--- src/rtl/misr_pkg.sv ---
// Shared types and constants for the MISR BIST sequencer and its compactor.
package misr_pkg;

  localparam int unsigned MISR_WIDTH = 32;
  localparam int unsigned MISR_CNT_W = 16;
  localparam logic [31:0] POLY_DEFAULT = 32'h0001_0811;

  typedef enum logic [2:0] {
    IDLE,
    SEED,
    RUN,
    CHECK,
    DONE
  } state_t;

  // {TM1,TM0} drive to the test-mode mux
  localparam logic [1:0] TM_IDLE  = 2'b00;
  localparam logic [1:0] TM_SEED  = 2'b01;
  localparam logic [1:0] TM_RUN   = 2'b10;
  localparam logic [1:0] TM_CHECK = 2'b11;

  function automatic logic [1:0] tm_of(input state_t s);
    logic [1:0] tm;
    case (s)
      SEED:    tm = TM_SEED;
      RUN:     tm = TM_RUN;
      CHECK:   tm = TM_CHECK;
      default: tm = TM_IDLE;
    endcase
    return tm;
  endfunction

endpackage

--- src/rtl/misr_bist_ctrl_if.sv ---
// Session control / capture-side bus between the sequencer and its driver.
interface misr_bist_ctrl_if #(
  parameter int unsigned WIDTH = 32,
  parameter int unsigned CNT_W = 16
) ();
  logic             start;
  logic             abort;
  logic [CNT_W-1:0] n_patterns;
  logic [WIDTH-1:0] seed;
  logic [WIDTH-1:0] golden;
  logic [WIDTH-1:0] data_in;
  logic             data_valid;
  logic             pat_req;
  logic [1:0]       tm_sel;
  logic             busy;
  logic             done;
  logic             pass;
  logic [WIDTH-1:0] signature;

  modport master (
    output start, abort, n_patterns, seed, golden, data_in, data_valid,
    input  pat_req, tm_sel, busy, done, pass, signature
  );

  modport slave (
    input  start, abort, n_patterns, seed, golden, data_in, data_valid,
    output pat_req, tm_sel, busy, done, pass, signature
  );
endinterface

--- src/rtl/crc_misr32.sv ---
// Signature register with one CRC/MISR compaction step per enabled cycle.
module crc_misr32 #(
  parameter int unsigned WIDTH = 32,
  parameter logic [WIDTH-1:0] POLY = 32'h0001_0811
) (
  input  logic             CK,
  input  logic             RESET,
  input  logic             load,
  input  logic [WIDTH-1:0] load_val,
  input  logic             en,
  input  logic [WIDTH-1:0] data_in,
  output logic [WIDTH-1:0] sig
);

  logic [WIDTH-1:0] sig_step;

  // Shift left, fold the outgoing MSB back through the tap mask, mix in the word.
  always_comb begin
    sig_step = {sig[WIDTH-2:0], 1'b0} ^ (sig[WIDTH-1] ? POLY : '0) ^ data_in;
  end

  // Load has priority over compaction; otherwise the signature holds.
  always_ff @(posedge CK or negedge RESET) begin
    if (!RESET) begin
      sig <= '0;
    end else if (load) begin
      sig <= load_val;
    end else if (en) begin
      sig <= sig_step;
    end
  end

endmodule

--- src/rtl/misr_bist_ctrl.sv ---
// Session sequencer: seeds the compactor, requests N words, compares to golden.
//
//  state | meaning
//  IDLE  | waiting for start
//  SEED  | load seed into compactor, load pattern counter
//  RUN   | pat_req high, compact each valid word until counter reaches 0
//  CHECK | compare signature with latched golden
//  DONE  | one-cycle done pulse, back to IDLE
module misr_bist_ctrl
  import misr_pkg::*;
#(
  parameter int unsigned WIDTH = MISR_WIDTH,
  parameter logic [WIDTH-1:0] POLY = POLY_DEFAULT,
  parameter int unsigned CNT_W = MISR_CNT_W
) (
  input  logic             CK,
  input  logic             RESET,
  misr_bist_ctrl_if.slave  bus
);

  state_t           state;
  logic [CNT_W-1:0] cnt;
  logic [CNT_W-1:0] n_q;
  logic [WIDTH-1:0] seed_q;
  logic [WIDTH-1:0] golden_q;
  logic             done_q;
  logic             pass_q;
  logic             sig_load;
  logic             sig_en;
  logic [WIDTH-1:0] sig;

  // Abort suppresses both loading and compaction so the signature is retained.
  always_comb begin
    sig_load = (state == SEED) && !bus.abort;
    sig_en   = (state == RUN) && bus.data_valid && (cnt != '0) && !bus.abort;
  end

  crc_misr32 #(
    .WIDTH (WIDTH),
    .POLY  (POLY)
  ) u_misr (
    .CK       (CK),
    .RESET    (RESET),
    .load     (sig_load),
    .load_val (seed_q),
    .en       (sig_en),
    .data_in  (bus.data_in),
    .sig      (sig)
  );

  // Sequencer FSM with registered done/pass; abort overrides every state.
  always_ff @(posedge CK or negedge RESET) begin
    if (!RESET) begin
      state    <= IDLE;
      cnt      <= '0;
      n_q      <= '0;
      seed_q   <= '0;
      golden_q <= '0;
      done_q   <= 1'b0;
      pass_q   <= 1'b0;
    end else begin
      done_q <= 1'b0;
      if (bus.abort) begin
        state  <= IDLE;
        pass_q <= 1'b0;
      end else begin
        case (state)
          IDLE: begin
            if (bus.start) begin
              n_q      <= bus.n_patterns;
              seed_q   <= bus.seed;
              golden_q <= bus.golden;
              pass_q   <= 1'b0;
              state    <= SEED;
            end
          end
          SEED: begin
            cnt   <= n_q;
            state <= (n_q != '0) ? RUN : CHECK;
          end
          RUN: begin
            if (bus.data_valid && (cnt != '0)) begin
              cnt <= cnt - 1'b1;
              if (cnt == CNT_W'(1)) begin
                state <= CHECK;
              end
            end
          end
          CHECK: begin
            pass_q <= (sig == golden_q);
            done_q <= 1'b1;
            state  <= DONE;
          end
          DONE: begin
            state <= IDLE;
          end
          default: begin
            state <= IDLE;
          end
        endcase
      end
    end
  end

  // Status decoded from state only.
  always_comb begin
    bus.pat_req = (state == RUN);
    bus.busy    = (state == SEED) || (state == RUN) || (state == CHECK);
    bus.tm_sel  = tm_of(state);
  end

  assign bus.done      = done_q;
  assign bus.pass      = pass_q;
  assign bus.signature = sig;

endmodule
--- src/flat_wrapper.sv ---
// flat-port wrapper written by rule: the top's interface ports become plain ports
module misr_bist_ctrl_flat import misr_pkg::*;
#(
  parameter int unsigned WIDTH = MISR_WIDTH,
  parameter logic [WIDTH-1:0] POLY = POLY_DEFAULT,
  parameter int unsigned CNT_W = MISR_CNT_W
)
  (CK, RESET, bus_start, bus_abort, bus_n_patterns, bus_seed, bus_golden, bus_data_in, bus_data_valid, bus_pat_req, bus_tm_sel, bus_busy, bus_done, bus_pass, bus_signature);
  misr_bist_ctrl_if #(.WIDTH(WIDTH), .CNT_W(CNT_W)) bus_i ();
  input  logic CK;
  input  logic RESET;
  input wire logic [$bits(bus_i.start)-1:0] bus_start;
  input wire logic [$bits(bus_i.abort)-1:0] bus_abort;
  input wire logic [$bits(bus_i.n_patterns)-1:0] bus_n_patterns;
  input wire logic [$bits(bus_i.seed)-1:0] bus_seed;
  input wire logic [$bits(bus_i.golden)-1:0] bus_golden;
  input wire logic [$bits(bus_i.data_in)-1:0] bus_data_in;
  input wire logic [$bits(bus_i.data_valid)-1:0] bus_data_valid;
  output wire logic [$bits(bus_i.pat_req)-1:0] bus_pat_req;
  output wire logic [$bits(bus_i.tm_sel)-1:0] bus_tm_sel;
  output wire logic [$bits(bus_i.busy)-1:0] bus_busy;
  output wire logic [$bits(bus_i.done)-1:0] bus_done;
  output wire logic [$bits(bus_i.pass)-1:0] bus_pass;
  output wire logic [$bits(bus_i.signature)-1:0] bus_signature;
  assign bus_i.start = bus_start;
  assign bus_i.abort = bus_abort;
  assign bus_i.n_patterns = bus_n_patterns;
  assign bus_i.seed = bus_seed;
  assign bus_i.golden = bus_golden;
  assign bus_i.data_in = bus_data_in;
  assign bus_i.data_valid = bus_data_valid;
  assign bus_pat_req = bus_i.pat_req;
  assign bus_tm_sel = bus_i.tm_sel;
  assign bus_busy = bus_i.busy;
  assign bus_done = bus_i.done;
  assign bus_pass = bus_i.pass;
  assign bus_signature = bus_i.signature;
  misr_bist_ctrl #(.WIDTH(WIDTH), .POLY(POLY), .CNT_W(CNT_W)) u_core (.CK(CK), .RESET(RESET), .bus(bus_i));
endmodule
--- config.mk ---
export PLATFORM = sky130hd
export DESIGN_NAME = misr_bist_ctrl_flat
export DESIGN_NICKNAME = d
export VERILOG_FILES = /design/src/rtl/misr_pkg.sv /design/src/rtl/misr_bist_ctrl_if.sv /design/src/rtl/crc_misr32.sv /design/src/rtl/misr_bist_ctrl.sv /design/src/flat_wrapper.sv
export SDC_FILE = /design/constraint.sdc
export NUM_CORES = 1
export LEC_CHECK = 0
export CAP_MARGIN = 20
export CORE_MARGIN = 2
export CORE_UTILIZATION = 45
export DETAILED_ROUTE_END_ITERATION = 12
export PLACE_DENSITY = 0.8
export SYNTH_ARGS = -nofsm -noshare
export SYNTH_HDL_FRONTEND = slang
export SYNTH_SLANG_ARGS = --single-unit
--- constraint.sdc ---
create_clock -name CK -period 2.55 [get_ports CK]
set_input_delay 0.3825 -clock CK [delete_from_list [all_inputs] [get_ports CK]]
set_output_delay 0.3825 -clock CK [all_outputs]
set_load 0.02 [all_outputs]
After elaboration in Yosys (flattened, before gate mapping)
Index checks and enable logic that the tools add are counted.
{"block": "word_totals", "register_bits": 133, "out_inout_bits": 38, "wordCells": 56}
{"block": "classes", "add_sub_neg": 1, "n_eq_ne": 9, "n_mux": 17, "bitwise": 3, "n_reduce_logical": 18}
{"operator": "2-to-1 mux 32 bit", "n": 2}
{"operator": "XOR 32 bit", "n": 2}
{"operator": "== test 32 bit", "n": 1}
{"operator": "one-hot mux 16 bit (2 select lines)", "n": 1}
{"operator": "nonzero test 16 bit", "n": 2}
{"operator": "2-to-1 mux 17 bit", "n": 1}
{"operator": "== test 16 x 1 -> 1 bit (second input constant)", "n": 1}
{"operator": "2-to-1 mux 16 bit", "n": 1}
{"operator": "subtractor 16 x 1 -> 16 bit (second input constant)", "n": 1}
{"operator": "2-to-1 mux 3 bit", "n": 4}
{"operator": "one-hot mux 3 bit (4 select lines)", "n": 1}
{"operator": "AND reduction 3 bit", "n": 3}
{"operator": "== test 3 x 2 -> 1 bit (second input constant)", "n": 2}
{"operator": "!= test 3 x 2 -> 1 bit (second input constant)", "n": 2}
{"operator": "one-hot mux 2 bit (3 select lines)", "n": 1}
{"operator": "logical AND 1 bit", "n": 5}
{"operator": "2-to-1 mux 1 bit", "n": 5}
{"operator": "nonzero test 2 bit", "n": 2}
{"operator": "== test 3 x 1 -> 1 bit (second input constant)", "n": 1}
{"operator": "zero test 3 bit", "n": 1}
{"operator": "!= test 3 bit (second input constant)", "n": 1}
{"operator": "nonzero test 3 bit", "n": 1}
{"operator": "logical OR 1 bit", "n": 2}
{"operator": "!= test 2 x 1 -> 1 bit (second input constant)", "n": 1}
{"operator": "other kinds (4)", "n": 4}

Logic depth before layout (Yosys ltp)
{"block": "depth", "word_depth": 6, "depth_mapped": 9, "depth_no_buf": 7}

Hierarchy
A second synthesis with hierarchy kept.
{"block": "hier_totals", "cells_unflattened": 564, "area_unflattened_um2": 6592.6}
{"module": "misr_bist_ctrl", "instances": 1, "cells_each": 386, "area_per_inst_um2": 4750.8}
{"module": "crc_misr32", "instances": 1, "cells_each": 178, "area_per_inst_um2": 1841.8}

Worst setup path before layout
No wires, ideal clock.
{"block": "synth_timing", "kind": "register -> register", "from": "register u_core.state[2]", "to": "register u_core.u_misr.sig[13]", "setup_time_ps": 126, "t_arrival_ps": 1736, "setup_slack_ps": 688, "stages_incl_launch_ff": 7, "path_buffers": 2, "cell_sequence": "dfrtp_1 buf_2 nor4b_2 a21o_1 o31ai_4 buf_4 a221o_1"}
{"block": "synth_between", "elab_chain_len": 5}
{"element": "from (decl)", "line": "misr_bist_ctrl.sv:21", "text": "state_t state;"}
{"element": "from (signal assigned)", "line": "misr_bist_ctrl.sv:79", "text": "state <= (n_q != '0) ? RUN : CHECK;"}
{"element": "== test 3 x 2 -> 1 bit", "line": "misr_bist_ctrl.sv:35", "text": "sig_en = (state == RUN) && bus.data_valid && (cnt != '0) && !bus.abort;"}
{"element": "logical AND 1 bit (3 in a row)", "line": "misr_bist_ctrl.sv:35"}
{"element": "nonzero test 2 bit (no source line)"}
{"element": "to (signal assigned)", "line": "crc_misr32.sv:27", "text": "sig <= load_val;"}
{"element": "to (signal assigned)", "line": "crc_misr32.sv:29", "text": "sig <= sig_step;"}
{"element": "to (decl)", "line": "crc_misr32.sv:12", "text": "output logic [WIDTH-1:0] sig"}
Several ways; a longest one is shown, not always the timed one.
A chain may end at the register's enable or synchronous reset.

Worst setup path in the final report
{"block": "layout_timing", "from": "register u_core.state[0]", "to": "output port bus_pat_req"}
{"block": "layout_between", "elab_chain_len": 1}
{"element": "== test 3 x 2 -> 1 bit", "line": "misr_bist_ctrl.sv:107", "text": "bus.pat_req = (state == RUN);"}
{"element": "to (decl)", "line": "flat_wrapper.sv:19", "text": "output wire logic [$bits(bus_i.pat_req)-1:0] bus_pat_req;"}
Every way passes these cells.

==> flow_metrics.tcl <==
set metrics [dict create \
    dieHeight_um 123 \
    drt_iter0_drc 437 \
    grt_setup_unrepaired "no" \
    synth_cells 540 \
    fin_hold_ws_ns 0.498 \
    ffs_latches_synth 133 \
    worst_slack_ns 0.156 \
    total_switching_power_uw 3320 \
    share_clk_of_total_power 0.242 \
    synth.distinct_cells 49 \
    worst_clock_skew_ns 0.00792 \
    worst_setup_path_startpoint "u_core.state[0]$_DFFE_PN0P_" \
    setup.worst_path.end_class "primary output" \
    reg2reg_setup_slack_ns 0.42 \
    setup-tns-final_ns 0 \
    cts_tree "built" \
    drc 0 \
    syn_area_per_cell_um2 11.8 \
    finalWorstPathRequiredPeriod_ns 2.39 \
    clock.fmax_mhz 418 \
    grt_max_degree 65 \
    crit-reg2reg-capture "u_core.u_misr.sig[9]$_DFFE_PN0P_" \
    area_growth_pct 37.2 \
    grt_pass1_wl_um 27200 \
    rows 43 \
    wl_per_cell_um 19.5 \
    cts_sinks 133 \
    worst_setup_hold_path_clk_slew_ns 0.05 \
    share_seq_of_total_power 0.405 \
    cellLeakagePower_uw 0.00353 \
    placeableCoreArea_um2 13900 \
    die_x_um 123 \
    vias_per_cell 5.59 \
    nets 820 \
    cts-htree-levels 4 \
    worstSetupPathType "reg2out" \
    number_of_antenna_violations_at_the_first_check_in_global_routing 0 \
    finalCritPeriodShare 0.939 \
    switching_share 0.344 \
    drv_cap 0 \
    grt_pass1_vias 5112 \
    diodes 0 \
    hold_viol_final 0 \
    run_status "complete, no violations" \
    synth_enable_flop_cells 0 \
    area.sequential_um2 3330 \
    timing.final.max_slew_violations 0 \
    worst-slew-pin-transition_ns 0.602 \
    synthDominantAreaCellType "sky130_fd_sc_hd__dfrtp_1" \
    slew_headroom 0.599 \
    boundaryPins 155 \
    routed-via-count 4984 \
    io_buffers 154 \
    drtPass1Iterations 4 \
    netlist_top_cells_area "sky130_fd_sc_hd__dfrtp_1, sky130_fd_sc_hd__mux2_2, sky130_fd_sc_hd__xnor2_1, sky130_fd_sc_hd__xor2_1, sky130_fd_sc_hd__nor2_1" \
    post_synthesis_net_count 659 \
    power.ir.vdd_worst_v 0.000563 \
    cp-start-kind "flip-flop" \
    ctsRootBufferMaster "sky130_fd_sc_hd__clkbuf_16" \
    setup_viol 0 \
    synthArstFlopShare 1.00 \
    post_route_cells_drive_above_1_share 0.193 \
    worst_path_required_ns 2.17 \
    yosys.cell_count.top_type "sky130_fd_sc_hd__dfrtp_1" \
    power.internal_uw 6350 \
    ys.flop_type "sky130_fd_sc_hd__dfrtp_1" \
    seq_area_frac_synth 0.521 \
    grt_overflow_total 0 \
    finish.utilization 0.631 \
    yosysTopAreaCellShare 0.521 \
    area_of_the_multi_input_gates_um2 2900 \
    place.gp.congestion 0.868 \
    clock_insertion_delay_worst_skew_ns 0.42 \
    share_comb_of_total_power 0.353 \
    worst-endpoint-arrival_ns 2.01 \
    pre_cts_ws_ns 0.137 \
    worst_r2r_path_depth 6 \
    design.die.area_um2 15200 \
    ant_nets 0 \
    synth.yosys.warnings 0 \
    routed_wl_um 17400 \
    cts.repair_timing.setup_buffer_count 0 \
    power.density_cell_area_nw_per_um2 1100 \
    initial_utilization 0.460 \
    filler_cell_count 1075 \
    path_max_fanout 11 \
    post_synth_most_frequent_cells "sky130_fd_sc_hd__dfrtp_1, sky130_fd_sc_hd__mux2_2, sky130_fd_sc_hd__xnor2_1, sky130_fd_sc_hd__nor2_1, sky130_fd_sc_hd__nand2_1" \
    cp-endpoint "bus_pat_req" \
    grt_util_all_layers 0.241 \
    worstReg2RegStart "u_core.cnt[12]$_DFFE_PN0P_" \
    cts_buffers 17 \
    hold_path.class "reg2reg" \
    syn_area_um2 6380 \
    finalPower_uw 9670 \
    cts_max_path_buffers 2 \
    hpwlAfterDp_um 12500 \
]
-- logic make-up after synthesis --
| group | Yosys count | share of synthesized area |
|---|---|---|
| xor+xnor | 68 | 0.0933 |
| buf+inv | 35 | 0.0272 |
| simple gates | 132 | 0.110 |
| fa+ha+maj | 2 | 0.00392 |
| flops | 133 | 0.521 |
| compound gates | 90 | 0.103 |
| mux | 80 | 0.141 |
-- final cells by class --
| cell class | instances | share of cell area |
|---|---|---|
| Inverter | 4 | 0.00171 |
| Clock buffer | 25 | 0.0554 |
| Tap cell | 180 | 0.0257 |
| Multi-Input combinational cell | 372 | 0.331 |
| Sequential cell | 133 | 0.380 |
| Timing Repair Buffer | 173 | 0.198 |
| Clock inverter | 4 | 0.00828 |
-- timing repair --
item                                    CTS  global route
resized for setup                         0             1
endpoints found under the hold margin    61             0
endpoints found under the setup margin    0             1
hold buffers                              1             0
-- critical path, stage by stage, from the launching register on --
cell,delay (ns)
sky130_fd_sc_hd__dfrtp_1,0.50
sky130_fd_sc_hd__nor2_2,0.22
sky130_fd_sc_hd__nand2_1,0.10
sky130_fd_sc_hd__inv_1,0.15
sky130_fd_sc_hd__clkdlybuf4s50_1,0.63
-- worst min path at each step --
| stage | from | slack (ns) | depth (start not counted) | end |
|---|---|---|---|---|
| 2_1_floorplan | RESET | 0.09 | 0 | u_core.bus.done$_DFF_PN0_ |
| 3_3_place_gp | RESET | 0.40 | 1 | u_core.cnt[5]$_DFFE_PN0P_ |
| 3_5_place_dp | RESET | 0.41 | 1 | u_core.cnt[5]$_DFFE_PN0P_ |
| 4_1_cts | u_core.seed_q[19]$_DFFE_PN0P_ | 0.50 | 2 | u_core.u_misr.sig[19]$_DFFE_PN0P_ |
| 5_1_grt | u_core.seed_q[22]$_DFFE_PN0P_ | 0.52 | 1 | u_core.seed_q[22]$_DFFE_PN0P_ |
| 6_report | u_core.seed_q[15]$_DFFE_PN0P_ | 0.50 | 2 | u_core.u_misr.sig[15]$_DFFE_PN0P_ |
-- through the flow --
step           cell area [um2]  cells
3_5_place_dp              8190    861
6_report                  8760    891
2_1_floorplan             6380    540
3_3_place_gp              8190    861
5_1_grt                   8760    891
4_1_cts                   8760    891
-- sequential cells by signal, indices dropped and copies added (netlist names) --
name	count
u_core.u_misr.sig	32
u_core.n_q	16
u_core.golden_q	32
u_core.state	3
u_core.bus.done	1
u_core.cnt	16
u_core.seed_q	32
u_core.bus.pass	1
-- layout by cell type (no fill, tap or decap), types with 6 or more instances in the layout --
cell type / n
sky130_fd_sc_hd__clkdlybuf4s50_1: 153
sky130_fd_sc_hd__dfrtp_1: 133
sky130_fd_sc_hd__mux2_2: 80
sky130_fd_sc_hd__xnor2_1: 50
sky130_fd_sc_hd__nor2_1: 38
sky130_fd_sc_hd__nand2_1: 30
sky130_fd_sc_hd__nand3_1: 22
sky130_fd_sc_hd__o211ai_1: 19
sky130_fd_sc_hd__a21oi_1: 18
sky130_fd_sc_hd__xor2_1: 18
sky130_fd_sc_hd__clkbuf_16: 17
sky130_fd_sc_hd__o21ai_0: 16
sky130_fd_sc_hd__buf_4: 14
sky130_fd_sc_hd__a221o_1: 13
sky130_fd_sc_hd__nor4_1: 9
sky130_fd_sc_hd__nand4_1: 6
-- layer usage --
layer | wire length, um | GRT usage
met5 | 0 | 0
met4 | 413 | 0.0902
met3 | 1130 | 0.0701
met2 | 8520 | 0.392
met1 | 7290 | 0.307
-- power by group through the flow --
stage | registers [uW] | clock network [uW] | logic [uW]
after floorplan | 3910 | 0 | 1920
after global placement | 3870 | 0 | 3310
after detailed placement | 3920 | 0 | 3400
after CTS | 3910 | 2370 | 3430
after global routing | 4030 | 2470 | 3680
final | 3920 | 2340 | 3410
(Power assumes the default switching activity.)
